<file path="config.mk">
export PLATFORM = sky130hd
export DESIGN_NAME = irq_arbiter_flat
export DESIGN_NICKNAME = d
export VERILOG_FILES = /design/src/rtl/irq_arbiter_if.sv /design/src/rtl/irq_arbiter.sv /design/src/flat_wrapper.sv
export SDC_FILE = /design/constraint.sdc
export NUM_CORES = 1
export LEC_CHECK = 0
export ABC_AREA = 1
export CORE_MARGIN = 5
export CORE_UTILIZATION = 45
export DETAILED_ROUTE_END_ITERATION = 16
export PLACE_DENSITY = 0.7
export SETUP_SLACK_MARGIN = 0.15
export SYNTH_ARGS = -nofsm -noshare
export SYNTH_HDL_FRONTEND = slang
export SYNTH_SLANG_ARGS = --single-unit
</file>
<file path="constraint.sdc">
create_clock -name Clock -period 1.9 [get_ports Clock]
set_input_delay 0.285 -clock Clock [delete_from_list [all_inputs] [get_ports Clock]]
set_output_delay 0.285 -clock Clock [all_outputs]
set_load 0.02 [all_outputs]
</file>
<file path="src/rtl/irq_arbiter_if.sv">
// Interrupt request bundle between the event/CPU side and the arbiter.
interface irq_arbiter_if #(
  parameter int unsigned ID_W = 2
) ();
  localparam int unsigned NUM_SRC = 1 << ID_W;

  logic [NUM_SRC-1:0] ExtIrq;
  logic [NUM_SRC-1:0] IrqEnable;
  logic               IrqAck;
  logic               IrqReq;
  logic [ID_W-1:0]    IrqId;
  logic [NUM_SRC-1:0] IrqPending;

  // Board events and CPU side
  modport master (
    output ExtIrq,
    output IrqEnable,
    output IrqAck,
    input  IrqReq,
    input  IrqId,
    input  IrqPending
  );

  // Arbiter side
  modport slave (
    input  ExtIrq,
    input  IrqEnable,
    input  IrqAck,
    output IrqReq,
    output IrqId,
    output IrqPending
  );
endinterface

</file>
<file path="src/rtl/irq_arbiter.sv">
// Interrupt arbiter: synchronizes and edge-detects asynchronous event lines, latches them as
// pending, and hands enabled pending sources to the CPU one at a time with round-robin priority
// over a req/ack handshake. ID_W must match the ID_W of the connected interface instance.
module irq_arbiter #(
  parameter int unsigned ID_W = 2
) (
  input  logic         Clock,
  input  logic         Reset,
  irq_arbiter_if.slave bus
);

  localparam int unsigned NUM_SRC = 1 << ID_W;

  typedef enum logic [0:0] {StIdle, StReq} state_e;

  state_e             state_q;
  logic [NUM_SRC-1:0] sync1_q, sync2_q, prev_q;
  logic [NUM_SRC-1:0] pending_q, pending_d;
  logic [NUM_SRC-1:0] edge_det, eligible, ack_clear;
  logic               req_q;
  logic [ID_W-1:0]    id_q, last_id_q;
  logic [ID_W-1:0]    winner, cand;
  logic               hit;

  // Two-flop synchronizer plus a delayed copy for rising-edge detection
  always_ff @(posedge Clock or negedge Reset) begin
    if (!Reset) begin
      sync1_q <= '0;
      sync2_q <= '0;
      prev_q  <= '0;
    end else begin
      sync1_q <= bus.ExtIrq;
      sync2_q <= sync1_q;
      prev_q  <= sync2_q;
    end
  end

  // Pending next-state: a new edge wins over the ack-clear of the same source
  always_comb begin
    edge_det  = sync2_q & ~prev_q;
    eligible  = pending_q & bus.IrqEnable;
    ack_clear = '0;
    if (state_q == StReq && bus.IrqAck) begin
      ack_clear[id_q] = 1'b1;
    end
    pending_d = (pending_q & ~ack_clear) | edge_det;
  end

  // Round-robin search starting just above the last serviced source
  always_comb begin
    winner = '0;
    cand   = '0;
    hit    = 1'b0;
    for (int unsigned k = 1; k <= NUM_SRC; k++) begin
      // Offset NUM_SRC wraps to zero, so the last serviced source is tried last
      cand = last_id_q + ID_W'(k);
      if (!hit && eligible[cand]) begin
        winner = cand;
        hit    = 1'b1;
      end
    end
  end

  // Pending vector register
  always_ff @(posedge Clock or negedge Reset) begin
    if (!Reset) begin
      pending_q <= '0;
    end else begin
      pending_q <= pending_d;
    end
  end

  // Grant FSM with registered request, id and round-robin pointer
  always_ff @(posedge Clock or negedge Reset) begin
    if (!Reset) begin
      state_q   <= StIdle;
      req_q     <= 1'b0;
      id_q      <= '0;
      last_id_q <= '1;
    end else begin
      unique case (state_q)
        StIdle: begin
          if (hit) begin
            id_q    <= winner;
            req_q   <= 1'b1;
            state_q <= StReq;
          end
        end
        StReq: begin
          // Enable changes are ignored here; only the ack ends the request
          if (bus.IrqAck) begin
            last_id_q <= id_q;
            req_q     <= 1'b0;
            state_q   <= StIdle;
          end
        end
      endcase
    end
  end

  assign bus.IrqReq     = req_q;
  assign bus.IrqId      = id_q;
  assign bus.IrqPending = pending_q;

endmodule

</file>
<file path="src/flat_wrapper.sv">
// flat-port wrapper written by rule: the top's interface ports become plain ports
module irq_arbiter_flat 
#(
  parameter int unsigned ID_W = 2
)
  (Clock, Reset, bus_ExtIrq, bus_IrqEnable, bus_IrqAck, bus_IrqReq, bus_IrqId, bus_IrqPending);
  irq_arbiter_if #(.ID_W(ID_W)) bus_i ();
  input  logic Clock;
  input  logic Reset;
  input wire logic [$bits(bus_i.ExtIrq)-1:0] bus_ExtIrq;
  input wire logic [$bits(bus_i.IrqEnable)-1:0] bus_IrqEnable;
  input wire logic [$bits(bus_i.IrqAck)-1:0] bus_IrqAck;
  output wire logic [$bits(bus_i.IrqReq)-1:0] bus_IrqReq;
  output wire logic [$bits(bus_i.IrqId)-1:0] bus_IrqId;
  output wire logic [$bits(bus_i.IrqPending)-1:0] bus_IrqPending;
  assign bus_i.ExtIrq = bus_ExtIrq;
  assign bus_i.IrqEnable = bus_IrqEnable;
  assign bus_i.IrqAck = bus_IrqAck;
  assign bus_IrqReq = bus_i.IrqReq;
  assign bus_IrqId = bus_i.IrqId;
  assign bus_IrqPending = bus_i.IrqPending;
  irq_arbiter #(.ID_W(ID_W)) u_core (.Clock(Clock), .Reset(Reset), .bus(bus_i));
endmodule
</file>
# Word-level counts from Yosys, hierarchy flattened
# Index checks and enable logic that the tools add are counted.
# Widths: inputs -> output; s select.
[word_totals]
regBits = 22
word_cells = 62
[classes]
add_sub_neg = 3
order_cmp = 6
eq_ne = 2
mux = 25
bitwise_logic = 7
reduce_logical = 11
[op_table]
columns = ["cell", "count"]
rows = [
  ["$lt 2x3->1 const B", 5],
  ["$mux 1", 13],
  ["$and 4x4->4", 3],
  ["$bmux 1 s2", 4],
  ["$mux 2", 4],
  ["$not 4->4", 2],
  ["$reduce_and 2->1", 3],
  ["$logic_and 1x1->1", 5],
  ["$add 2x2->2 const B", 2],
  ["$mux 4", 1],
  ["$or 4x4->4", 1],
  ["$pmux 1 s2", 2],
  ["$logic_not 1->1", 3],
  ["$add 2x1->2 const B", 1],
  ["$demux 1 s2", 1],
  ["$ge 2x1->1 const B", 1],
  ["$ne 2x1->1 const B", 1],
  ["$ne 2x2->1 const B", 1],
  ["$not 1->1", 1],
]

# Logic depth before layout (Yosys ltp)
[depth]
ltp_word = 15
mapped_depth = 12
mapped_depth_nobuf = 11

# Worst setup path after synthesis
# OpenSTA, ideal clock, no wires.
[synth_timing]
kind = "register -> register"
from = "register u_core.last_id_q[0]"
to = "register u_core.id_q[1], in the netlist u_core.bus.IrqId[1]"
setup_time_ns = 0.117
arrival_ns = 1.316
required_ns = 1.783
setup_slack_ns = 0.467
path_stages_with_launch = 13
n_path_buf = 1
period_less_slack_ns = 1.433
cell_sequence = "dfstp_2 buf_6 inv_6 nand3_2 nand2_1 nand2_2 nand2_4 nor2_8 nand3_4 nand2_4 inv_2 nand2_1 nand2_1"
[synth_between]
elab_chain_len = 14
word_cells_on_any_way = 26
[synth_rtl]
columns = ["item", "line", "rtl"]
rows = [
  ["start, declared", "irq_arbiter.sv:21", "logic [ID_W-1:0] id_q, last_id_q;"],
  ["start signal, assigned", "irq_arbiter.sv:92", "last_id_q <= id_q;"],
  ["$add 2x1->2", "irq_arbiter.sv:56", "cand = last_id_q + ID_W'(k);"],
  ["$bmux 1 s2", "irq_arbiter.sv:57", "if (!hit && eligible[cand]) begin"],
  ["$mux 1 (not written as such)", "irq_arbiter.sv:57", ""],
  ["$mux 1", "irq_arbiter.sv:57", ""],
  ["$logic_not 1->1", "irq_arbiter.sv:57", ""],
  ["$logic_and 1x1->1", "irq_arbiter.sv:57", ""],
  ["$mux 1", "irq_arbiter.sv:57", ""],
  ["$logic_not 1->1", "irq_arbiter.sv:57", ""],
  ["$logic_and 1x1->1", "irq_arbiter.sv:57", ""],
  ["$mux 1", "irq_arbiter.sv:57", ""],
  ["$logic_not 1->1", "irq_arbiter.sv:57", ""],
  ["$logic_and 1x1->1", "irq_arbiter.sv:57", ""],
  ["$mux 1", "irq_arbiter.sv:57", ""],
  ["$reduce_and 2->1 (no line)", "--", ""],
  ["end signal, assigned", "irq_arbiter.sv:84", "id_q <= winner;"],
  ["end, declared", "irq_arbiter.sv:21", ""],
]
# Parallel ways exist; a longest one is shown, timed or not. The select of a mux whose other input is x is not followed.
# A chain may end at the register's enable or synchronous reset.

# Final worst setup path
[layout_timing]
from = "register u_core.id_q[1], in the netlist u_core.bus.IrqId[1]"
to = "output bus_IrqId[1]"
[layout_rtl]
columns = ["item", "line", "rtl"]
rows = [
  ["end, declared", "flat_wrapper.sv:14", "output wire logic [$bits(bus_i.IrqId)-1:0] bus_IrqId;"],
]
# No word-level cell between the ends.

==> qor.txt <==
Vias in the first global route = 782
Initial antenna violation count = 0
Post-synthesis async set-or-reset flop share = 100%
CP top delay family = buffers and inverters
Setup TNS = 0 ns
Xor/xnor share of the synthesized area = 0%
Worst Skew = 0.00525 ns
Main flop type after synthesis = dfrtp_1
Post-synthesis mux area share = 0%
Clk root buf = clkbuf_4
Relative slew slack = 82.4%
Main combinational cell family by area after synthesis = simple AND/OR/NAND/NOR gates
Register Area = 553 µm²
Routability cong. = 0.790
Final setup vio count = 0
Top-level port count = 18
CTS Buffer Depth = 2
Htree depth = 1
Hold-fix buffers, CTS = 0
1st-iter DRT viols = 13
Synth-to-Final Area Change = 24.1%
Synth top area cells = dfrtp_1 (49%), nand2_1 (15%), dfstp_2 (5.1%)
Core area = 0.00219 mm²
Dominant cell type by area after synthesis = dfrtp_1
Status = finished clean
Post-synth EDFFs = 0
Top-count cell post-synth = nand2_1
Die ar. = 0.00334 mm²
Hold Path Class = in2async
Final Max Slew Viols = 0
Skew-Pair Late Insertion Delay = 0.30 ns
Min Hold Slack = 0.308 ns
CP endpoint = bus_IrqId[1]
Crit path launch type = register
Capture point of the worst reg-to-reg path = u_core.bus.IrqId[0]
Vias/cell = 4.89
Worst Tran Pin Value = 0.264 ns
Synth top area share = 48.6%
Mapped Area = 0.00103 mm²
# rows = 17
Worst VDD drop = 992 µV
Layout cell share with drive strength beyond 1 = 19.3%
Critical Path Sink Type = output port
Slowest stage delay, CP = 0.64 ns
Placed Cells = 158
Min Tclk post-route = 1.69 ns
Post-Synth Simple-Gate Area = 33.5%
WL final = 1910 µm
Post-Synth Adder-Cell Area = 0%
Antenna-violating nets left = 0
Fillers = 198
Post-synthesis sequential area ratio = 53.7%
Power per cell area = 1690 mW/mm²
Die Wd = 57.8 µm
Part of the cycle the worst path needs = 89.0%
Post-Syn Nets = 124
Endpoints failing hold = 0
Routed WL per cell = 11.7 µm
Layout Nets = 147
R2R depth = 10
Required time of the critical path = 1.62 ns
Pin count of the biggest net entering global routing = 23
Post-Syn Instances = 113
Reg2reg start = u_core.last_id_q[0]
GRT Total Usage = 12.8%
Slowest CP cell = clkdlybuf4s50_1
Dpl hpwl = 1460 µm
Vias after detailed routing = 797
Gr ovfl total = 0
Crit Path Class = reg2out
Multi-input logic area = 412 µm²
ANT cells = 0
Synth Area in Compound Gates = 6.44%
CTS buffer count = 3
Worst-path clk slew = 0.12 ns
Yosys cell types = 17
First-pass GRT wire length = 3280 µm
Total iterations of the first detailed-routing run = 4
Critical Path, Cell by Cell = clkdlybuf4s50_1
CP startpoint = u_core.bus.IrqId[1]
Bufs and invs on worst path = 1
Clock sink total = 22
Die height = 57.8 µm
Layout Cells excl Fill = 163
CP Depth = 1
Initial cell density of the core = 47.0%
Yosys warns = 0
I/O Buffers = 17
Number of synthesized register bits = 22
Design Power = 2160 µW
Syn_area_per_cell = 9.11 µm²
Total of max-cap violations = 0
WP data arrival = 1.41 ns
Achievable Freq = 591 MHz
Critical path peak fanout = 6
Flop2flop setup slack = 0.33 ns
DRC viols = 0
Leak = 0.000638 µW
CTS tree = built
RSZ-0062 raised after global routing = no
Synth cell count leaders = nand2_1 (42), dfrtp_1 (20), o21ai_0 (10), inv_1 (9), nand3_1 (7)
[metal layers]
| metal | vias to the layer above | track usage, % | routed length, µm |
|---|---|---|---|
| li1 | 401 | - | - |
| met1 | 372 | 15.5 | 854 |
| met2 | 22 | 21.5 | 946 |
| met3 | 2 | 3.34 | 95 |
| met4 | 0 | 4.97 | 10 |
| met5 | - | 0 | 0 |
[how the worst min path moves through the flow]
stage | slack, ns | endpoint | start | cells after the start
global route | 0.33 | u_core.prev_q[2] | Reset | 2
global placement | 0.33 | u_core.sync2_q[1] | u_core.sync1_q[1] | 0
detailed placement | 0.33 | u_core.sync2_q[1] | u_core.sync1_q[1] | 0
finish | 0.31 | u_core.prev_q[3] | Reset | 2
floorplan | -0.01 | u_core.bus.IrqId[0] | Reset | 0
CTS | 0.31 | u_core.prev_q[3] | Reset | 2
[flip-flops by register name, summed over array words and instances, names as in the netlist]
register / cells
u_core.bus.IrqId: 2
u_core.bus.IrqPending: 4
u_core.bus.IrqReq: 1
u_core.last_id_q: 2
u_core.prev_q: 4
u_core.state_q: 1
u_core.sync1_q: 4
u_core.sync2_q: 4
[cell type report]
type	count	share of cell area [%]
well taps	28	2.74
clock buffers	4	2.84
flip-flops and latches	22	43.3
repair buffers	19	14.7
multi-input cells	77	32.2
inverters	13	4.21
[cells by family (layout without fill, tap and decap cells)]
group	Yosys count	count (layout)
buf+inv	14	36
simple gates	65	65
compound gates	12	12
flops	22	22
[through the flow]
stage               instance area [µm²]  util, %  setup WS (ns)
floorplan                          1030        -          0.467
global placement                   1230     56.2          0.226
detailed placement                 1230     56.2          0.179
CTS                                1270     57.9          0.179
global route                       1280     58.3          0.157
finish                             1280     58.3          0.208
[cells in the final DEF (no fill, tap or decap)]
master	count
nand3_2	2
nand4_1	3
dlymetal6s2s_1	1
nand2_1	42
inv_1	9
nand2_4	4
o31ai_1	1
clkbuf_4	3
nand2_2	5
clkdlybuf4s50_1	16
a21oi_2	1
buf_4	2
o21ai_0	10
inv_2	3
inv_6	1
dfrtp_1	20
dfstp_2	2
nand3_1	7
nand3_4	1
clkbuf_8	1
nor2_8	1
[power by group]
group	total [µW]	internal [µW]	switching (µW)
combinational	1180	454	721
sequential	730	597	133
clock	250	117	133
total	2160	1170	988
[what timing repair did]
item / 4_1_cts / 5_1_grt
buffers inserted: 0 / 1
resized for setup: 0 / 3
endpoints found under the setup margin: 0 / 2
Note: power is estimated with default switching activity, not from simulation.
